## src/rtl/cpu_pkg.sv

```systemverilog
// Shared widths and control-state encoding for the program memory and its loader.
package cpu_pkg;
  localparam int ADDR_W = 4;
  localparam int DATA_W = 8;

  typedef enum logic [1:0] {
    ST_RUN,
    ST_LOAD,
    ST_DUMP,
    ST_RELEASE
  } state_t;
endpackage

```

## src/rtl/prog_mem_if.sv

```systemverilog
// CPU bus, load stream and dump stream of the program memory, bundled as one interface.
interface prog_mem_if #(
  parameter int ADDR_W = cpu_pkg::ADDR_W,
  parameter int DATA_W = cpu_pkg::DATA_W
);
  logic [ADDR_W-1:0] mem_address;
  logic [DATA_W-1:0] mem_data_r;
  logic [DATA_W-1:0] mem_data_w;
  logic              mem_we;
  logic              cpu_reset_n;
  logic              ld_start;
  logic              ld_valid;
  logic [DATA_W-1:0] ld_data;
  logic              ld_ready;
  logic              dump_start;
  logic              dp_valid;
  logic [ADDR_W-1:0] dp_addr;
  logic [DATA_W-1:0] dp_data;
  logic              dp_ready;
  logic              busy;

  modport slave (
    input  mem_address, mem_data_w, mem_we, ld_start, ld_valid, ld_data,
           dump_start, dp_ready,
    output mem_data_r, cpu_reset_n, ld_ready, dp_valid, dp_addr, dp_data, busy
  );

  modport master (
    output mem_address, mem_data_w, mem_we, ld_start, ld_valid, ld_data,
           dump_start, dp_ready,
    input  mem_data_r, cpu_reset_n, ld_ready, dp_valid, dp_addr, dp_data, busy
  );
endinterface

```

## src/rtl/ram16x8.sv

```systemverilog
// Word storage: one synchronous write port, two combinational read ports (CPU and dump).
module ram16x8 #(
  parameter int ADDR_W = cpu_pkg::ADDR_W,
  parameter int DATA_W = cpu_pkg::DATA_W
) (
  input  logic              clk,
  input  logic              i_we,
  input  logic [ADDR_W-1:0] i_waddr,
  input  logic [DATA_W-1:0] i_wdata,
  input  logic [ADDR_W-1:0] i_raddr_a,
  output logic [DATA_W-1:0] o_rdata_a,
  input  logic [ADDR_W-1:0] i_raddr_b,
  output logic [DATA_W-1:0] o_rdata_b
);
  localparam int DEPTH = 1 << ADDR_W;

  logic [DATA_W-1:0] r_mem [DEPTH];

  // Contents survive reset on purpose: an aborted load keeps its partial image.
  always_ff @(posedge clk) begin
    if (i_we) begin
      r_mem[i_waddr] <= i_wdata;
    end
  end

  assign o_rdata_a = r_mem[i_raddr_a];
  assign o_rdata_b = r_mem[i_raddr_b];
endmodule

```

## src/rtl/prog_mem.sv

```systemverilog
// Program memory with a byte-stream loader and a dump streamer; holds the CPU in
// reset (cpu_reset_n low) whenever the loader or dumper owns the memory.
module prog_mem #(
  parameter int ADDR_W = cpu_pkg::ADDR_W,
  parameter int DATA_W = cpu_pkg::DATA_W
) (
  input  logic      clk,
  input  logic      reset,
  prog_mem_if.slave bus
);
  import cpu_pkg::*;

  state_t            r_state;
  state_t            w_state_next;
  logic [ADDR_W-1:0] r_cnt;
  logic [ADDR_W-1:0] w_cnt_next;
  logic              r_cpu_reset_n;
  logic              w_we;
  logic [ADDR_W-1:0] w_waddr;
  logic [DATA_W-1:0] w_wdata;
  logic [DATA_W-1:0] w_cpu_rdata;
  logic [DATA_W-1:0] w_dump_rdata;
  logic              w_ld_fire;
  logic              w_dp_fire;
  logic              w_last;

  assign w_last    = (r_cnt == {ADDR_W{1'b1}});
  assign w_ld_fire = (r_state == ST_LOAD) && bus.ld_valid;
  assign w_dp_fire = (r_state == ST_DUMP) && bus.dp_ready;

  always_comb begin
    w_state_next = r_state;
    w_cnt_next   = r_cnt;
    unique case (r_state)
      ST_RUN: begin
        if (bus.ld_start) begin
          w_state_next = ST_LOAD;
          w_cnt_next   = '0;
        end else if (bus.dump_start) begin
          w_state_next = ST_DUMP;
          w_cnt_next   = '0;
        end
      end
      ST_LOAD: begin
        if (w_ld_fire) begin
          w_cnt_next = r_cnt + 1'b1;
          if (w_last) w_state_next = ST_RELEASE;
        end
      end
      ST_DUMP: begin
        if (w_dp_fire) begin
          w_cnt_next = r_cnt + 1'b1;
          if (w_last) w_state_next = ST_RELEASE;
        end
      end
      ST_RELEASE: w_state_next = ST_RUN;
      default:    w_state_next = ST_RUN;
    endcase
  end

  // cpu_reset_n follows the state being entered, so it drops on the edge into
  // LOAD/DUMP and rises on the edge back into RUN.
  always_ff @(posedge clk) begin
    if (reset) begin
      r_state       <= ST_RUN;
      r_cnt         <= '0;
      r_cpu_reset_n <= 1'b1;
    end else begin
      r_state       <= w_state_next;
      r_cnt         <= w_cnt_next;
      r_cpu_reset_n <= (w_state_next == ST_RUN);
    end
  end

  // Write-port owner: CPU in RUN, loader in LOAD, nobody otherwise or under reset.
  always_comb begin
    w_we    = 1'b0;
    w_waddr = bus.mem_address;
    w_wdata = bus.mem_data_w;
    if (!reset) begin
      if (r_state == ST_RUN) begin
        w_we = bus.mem_we;
      end else if (w_ld_fire) begin
        w_we    = 1'b1;
        w_waddr = r_cnt;
        w_wdata = bus.ld_data;
      end
    end
  end

  ram16x8 #(
    .ADDR_W (ADDR_W),
    .DATA_W (DATA_W)
  ) u_ram (
    .clk       (clk),
    .i_we      (w_we),
    .i_waddr   (w_waddr),
    .i_wdata   (w_wdata),
    .i_raddr_a (bus.mem_address),
    .o_rdata_a (w_cpu_rdata),
    .i_raddr_b (r_cnt),
    .o_rdata_b (w_dump_rdata)
  );

  assign bus.mem_data_r  = w_cpu_rdata;
  assign bus.cpu_reset_n = r_cpu_reset_n;
  assign bus.busy        = (r_state != ST_RUN);
  assign bus.ld_ready    = (r_state == ST_LOAD);
  assign bus.dp_valid    = (r_state == ST_DUMP);
  assign bus.dp_addr     = r_cnt;
  assign bus.dp_data     = w_dump_rdata;
endmodule

```

## src/flat_wrapper.sv

```systemverilog
// flat-port wrapper written by rule: the top's interface ports become plain ports
module prog_mem_flat import cpu_pkg::*;
#(
  parameter int ADDR_W = cpu_pkg::ADDR_W,
  parameter int DATA_W = cpu_pkg::DATA_W
)
  (clk, reset, bus_mem_address, bus_mem_data_w, bus_mem_we, bus_ld_start, bus_ld_valid, bus_ld_data, bus_dump_start, bus_dp_ready, bus_mem_data_r, bus_cpu_reset_n, bus_ld_ready, bus_dp_valid, bus_dp_addr, bus_dp_data, bus_busy);
  prog_mem_if #(.ADDR_W(ADDR_W), .DATA_W(DATA_W)) bus_i ();
  input  logic clk;
  input  logic reset;
  input wire logic [$bits(bus_i.mem_address)-1:0] bus_mem_address;
  input wire logic [$bits(bus_i.mem_data_w)-1:0] bus_mem_data_w;
  input wire logic [$bits(bus_i.mem_we)-1:0] bus_mem_we;
  input wire logic [$bits(bus_i.ld_start)-1:0] bus_ld_start;
  input wire logic [$bits(bus_i.ld_valid)-1:0] bus_ld_valid;
  input wire logic [$bits(bus_i.ld_data)-1:0] bus_ld_data;
  input wire logic [$bits(bus_i.dump_start)-1:0] bus_dump_start;
  input wire logic [$bits(bus_i.dp_ready)-1:0] bus_dp_ready;
  output wire logic [$bits(bus_i.mem_data_r)-1:0] bus_mem_data_r;
  output wire logic [$bits(bus_i.cpu_reset_n)-1:0] bus_cpu_reset_n;
  output wire logic [$bits(bus_i.ld_ready)-1:0] bus_ld_ready;
  output wire logic [$bits(bus_i.dp_valid)-1:0] bus_dp_valid;
  output wire logic [$bits(bus_i.dp_addr)-1:0] bus_dp_addr;
  output wire logic [$bits(bus_i.dp_data)-1:0] bus_dp_data;
  output wire logic [$bits(bus_i.busy)-1:0] bus_busy;
  assign bus_i.mem_address = bus_mem_address;
  assign bus_i.mem_data_w = bus_mem_data_w;
  assign bus_i.mem_we = bus_mem_we;
  assign bus_i.ld_start = bus_ld_start;
  assign bus_i.ld_valid = bus_ld_valid;
  assign bus_i.ld_data = bus_ld_data;
  assign bus_i.dump_start = bus_dump_start;
  assign bus_i.dp_ready = bus_dp_ready;
  assign bus_mem_data_r = bus_i.mem_data_r;
  assign bus_cpu_reset_n = bus_i.cpu_reset_n;
  assign bus_ld_ready = bus_i.ld_ready;
  assign bus_dp_valid = bus_i.dp_valid;
  assign bus_dp_addr = bus_i.dp_addr;
  assign bus_dp_data = bus_i.dp_data;
  assign bus_busy = bus_i.busy;
  prog_mem #(.ADDR_W(ADDR_W), .DATA_W(DATA_W)) u_core (.clk(clk), .reset(reset), .bus(bus_i));
endmodule
```

## config.mk

```make
export PLATFORM = sky130hd
export DESIGN_NAME = prog_mem_flat
export DESIGN_NICKNAME = d
export VERILOG_FILES = /design/src/rtl/cpu_pkg.sv /design/src/rtl/prog_mem_if.sv /design/src/rtl/ram16x8.sv /design/src/rtl/prog_mem.sv /design/src/flat_wrapper.sv
export SDC_FILE = /design/constraint.sdc
export NUM_CORES = 1
export LEC_CHECK = 0
export BUFFER_PORTS_ARGS = -buffer_cell sky130_fd_sc_hd__buf_2
export CAP_MARGIN = 20
export CORE_MARGIN = 5
export CORE_UTILIZATION = 35
export CTS_BUF_LIST = sky130_fd_sc_hd__clkbuf_8
export CTS_CLUSTER_DIAMETER = 30
export CTS_CLUSTER_SIZE = 20
export DETAILED_ROUTE_END_ITERATION = 8
export GPL_ROUTABILITY_DRIVEN = 0
export PLACE_DENSITY = 0.57
export RECOVER_POWER = 50
export SYNTH_ARGS = -nofsm -noshare
export SYNTH_HDL_FRONTEND = slang
export SYNTH_HIERARCHICAL = 1
export SYNTH_SLANG_ARGS = --single-unit
export TNS_END_PERCENT = 20
```

## constraint.sdc

```tcl
create_clock -name clk -period 10 [get_ports clk]
set_input_delay 0.5 -clock clk [delete_from_list [all_inputs] [get_ports clk]]
set_output_delay 0.5 -clock clk [all_outputs]
set_load 0.005 [all_outputs]
```

==> reports/summary.txt <==
Outcome -> complete, but fails checks
Failing checks -> max-capacitance violations, max-slew violations
Die Y-Extent -> 147.9 um
Min-delay worst type -> in -> reg
Clock Path Buffers -> 2
Largest area contributor in the netlist -> edfxtp_1
Mapped Nets -> 389
Worst setup path end -> bus_dp_data[5]
CTS Buf Count -> 17
Root Buffer -> clkbuf_8
Net Sw Frac -> 0.2619
YS warnings -> 6
Slew @ Worst Pin -> 2.315 ns
# hold bufs at CTS -> 0
Dpl hpwl -> 11130 um
CORE AREA -> 18710 um2
Site row count -> 50
Fraction of power consumed by combinational cells -> 0.169
Leakage -> 2.473 nW
Reg2reg path depth -> 4
Detailed Route Iter0 Violations -> 315
Max-Slew Margin vs Limit -> -0.5431
Grt met2 use -> 0.2709
Post-synth ARST share -> 0
Layout fillers -> 1658
Pwr/cell area -> 178.8 nW/um2
Final worst slack -> 5.323 ns
Adder-Cell Fraction of Synth Area -> 0.01128
Gr busiest metal -> met2
Psw -> 349.4 uW
Initial antenna violation count -> 0
Critical path class -> reg -> out
Postcts setup bufs -> 0
First-pass GRT wire length -> 24580 um
Top Ports -> 51
Post-placement cell area -> 7056 um2
Chip width -> 147.9 um
Slew Viols, Final -> 30
Largest family of logic cells by synthesized area -> multiplexers
Antenna cells -> 0
Final hold slack -> 0.3427 ns
Post-Synth XOR/XNOR Area -> 0
Synthesized instance count -> 356
Final Cell Area -> 7461 um2
Final setup fails -> 0
Clk sinks -> 135
Post-synthesis register bit count -> 135
Grt met1 use -> 0.1968
Clk_skew -> 0.01053 ns
Die ar. -> 21860 um2
CP Cell Sequence -> clkbuf_1 -> mux4_1 -> a22oi_1 -> nand2_1 -> buf_2
Final Util -> 0.3989
Critical R2R Capture -> u_core/u_ram/r_mem[7][7]
Grt ovf -> 0
Post-synthesis cell type count -> 39
Critical path peak fanout -> 29
Vias -> 3805
TritonCTS clock tree -> yes
Placed Cells -> 624
Startpoint types -> flop
F_max -> 0.2138 GHz
Overall Power -> 1.334 mW
Routed wire per std cell -> 25.61 um
Post-route ant nets -> 0
Critical path's top delay family -> buffers and inverters
CP peak stage delay -> 1.69 ns
Port buffer count -> 50
Total negative slack -> 0 ns
Commonest non-fill, non-tap cell in the layout -> edfxtp_1
Area contributors post-synth -> edfxtp_1 (58%), mux4_2 (12%), mux4_1 (11%)
Syn Area/Cell -> 18.69 um2
Mux contribution to synthesized area -> 0.2580
Area delta synth->final -> 12.15%
M3 GR Usage -> 0.03158
RSZ-0062 raised after global routing -> false
Clock power share -> 0.349
Fin crit share -> 0.4677
Hold Fails Final Rpt -> 0
Drt total wl -> 16830 um
Worst path slowest cell -> clkbuf_1
Synthesized cell area -> 6653 um2
Nets@finish -> 443
Setup crit end kind -> output pin
Post-DR vias/cell -> 5.791
Reg2reg start -> u_core/bus.dp_addr[0]
P_int -> 984.6 uW
WP data required -> 9.50 ns
Worst vdd ir -> 0.07861 mV
First-pass DRT Iterations -> 5
Worst-path clk slew -> 0.07 ns
Largest net degree at the start of global routing -> 34
Initial Utilization -> 0.3557
Post-synthesis sequential area ratio -> 0.5988
Dpl ws -> 6.335 ns
Worst path depth -> 5
Final Non-Filler Cells -> 657
Vias in the first global route -> 3946
Most frequent cells in the layout -> edfxtp_1 (128), buf_2 (47), mux4_2 (34)
DRC viols -> 0
Top FF cell, synth -> edfxtp_1
Share of cells above drive strength 1 -> 0.3026
Post_cts resized -> 0
Seq pwr share -> 0.482
Area occupied by multi-input gates -> 2459 um2
Compound-Gate Fraction of Synth Area -> 0.05153
Overall routing resource usage -> 0.1560
Worst Setup SP -> u_core/bus.dp_addr[0]
Post-synthesis simple-gate area fraction -> 0.04871
Min Tclk post-route -> 4.677 ns
Worst Path Arrival -> 4.18 ns
H-tree levels -> 4
Sequential cell area -> 3984 um2
Reg2Reg Setup Slack -> 5.88 ns
Crit path buffers/inverters -> 2
Area share of the largest cell type after synthesis -> 0.5778
Max-cap violation count -> 1
EDFF count, synth -> 128
Skew-Pair Late Insertion Delay -> 0.44 ns
state kept, by name (all words and copies together), names as in the netlist:
| signal | count |
|---|---|
| u_core/bus.cpu_reset_n | 1 |
| u_core/bus.dp_addr | 4 |
| u_core/u_ram/r_mem | 128 |
| u_core/r_state | 2 |
worst register-to-register path, stage by stage, from the launching register on:
cell,delay [ns]
dfxtp_1,0.65
clkbuf_1,1.70
mux2_2,0.54
nand2_1,0.16
nor2_1,0.71
synthesized netlist by cell type, types with 2 or more instances:
master           number
buf_2                 6
nor3_1                6
buf_4                 2
or2b_1                2
nor2_1               18
and2_1                3
mux4_1               28
mux4_4                2
nand3b_1              3
a211oi_1              2
and2b_1               2
a21oi_1               2
nand2b_1              2
nor2b_1               4
buf_6                 7
nand3_1               2
edfxtp_1            128
ha_1                  6
dfxtp_1               7
inv_1                 5
a311oi_1              2
a31oi_1               2
clkdlybuf4s25_2       6
mux4_2               34
mux2i_1               3
nand2_1              18
mux2_2               11
a22oi_1              32
metal layers:
layer | wire length, um | up-vias
met3 | 904 | 26
met1 | 6862 | 1996
met4 | 399 | 0
met2 | 8659 | 146
li1 | - | 1637
met5 | 0 | -
logic make-up after synthesis:
kind of cell | Yosys count
DFF | 135
muxes | 79
and+or+nand+nor | 65
AOI/OAI and AO/OA | 43
buffers and inverters | 28
adders and majority gates | 6
how the worst min path moves through the flow:
stage                           from                     to  cells past startpoint
2_1_floorplan  u_core/bus.dp_addr[0]  u_core/bus.dp_addr[0]                      2
3_3_place_gp   u_core/bus.dp_addr[0]  u_core/bus.dp_addr[0]                      2
3_5_place_dp   u_core/bus.dp_addr[1]  u_core/bus.dp_addr[1]                      2
4_1_cts                        reset  u_core/bus.dp_addr[2]                      2
5_1_grt                        reset  u_core/bus.dp_addr[1]                      2
6_report                       reset  u_core/bus.dp_addr[3]                      2
layout make-up:
cell class,instances,share of cell area
sequential,135,0.5340
multi-input combinational,193,0.3295
timing repair buffer,58,0.03924
tap,234,0.03924
clock buffer,17,0.03136
clock inverter,15,0.02415
inverter,5,0.002516
power groups by stage:
stage	combinational [mW]	clock (mW)	sequential, mW
floorplan	0.169	0	0.651
global placement	0.224	0	0.655
detailed placement	0.229	0	0.656
CTS	0.230	0.472	0.643
global route	0.242	0.493	0.644
finish	0.226	0.465	0.643
Power figures use the tool's default switching activity.
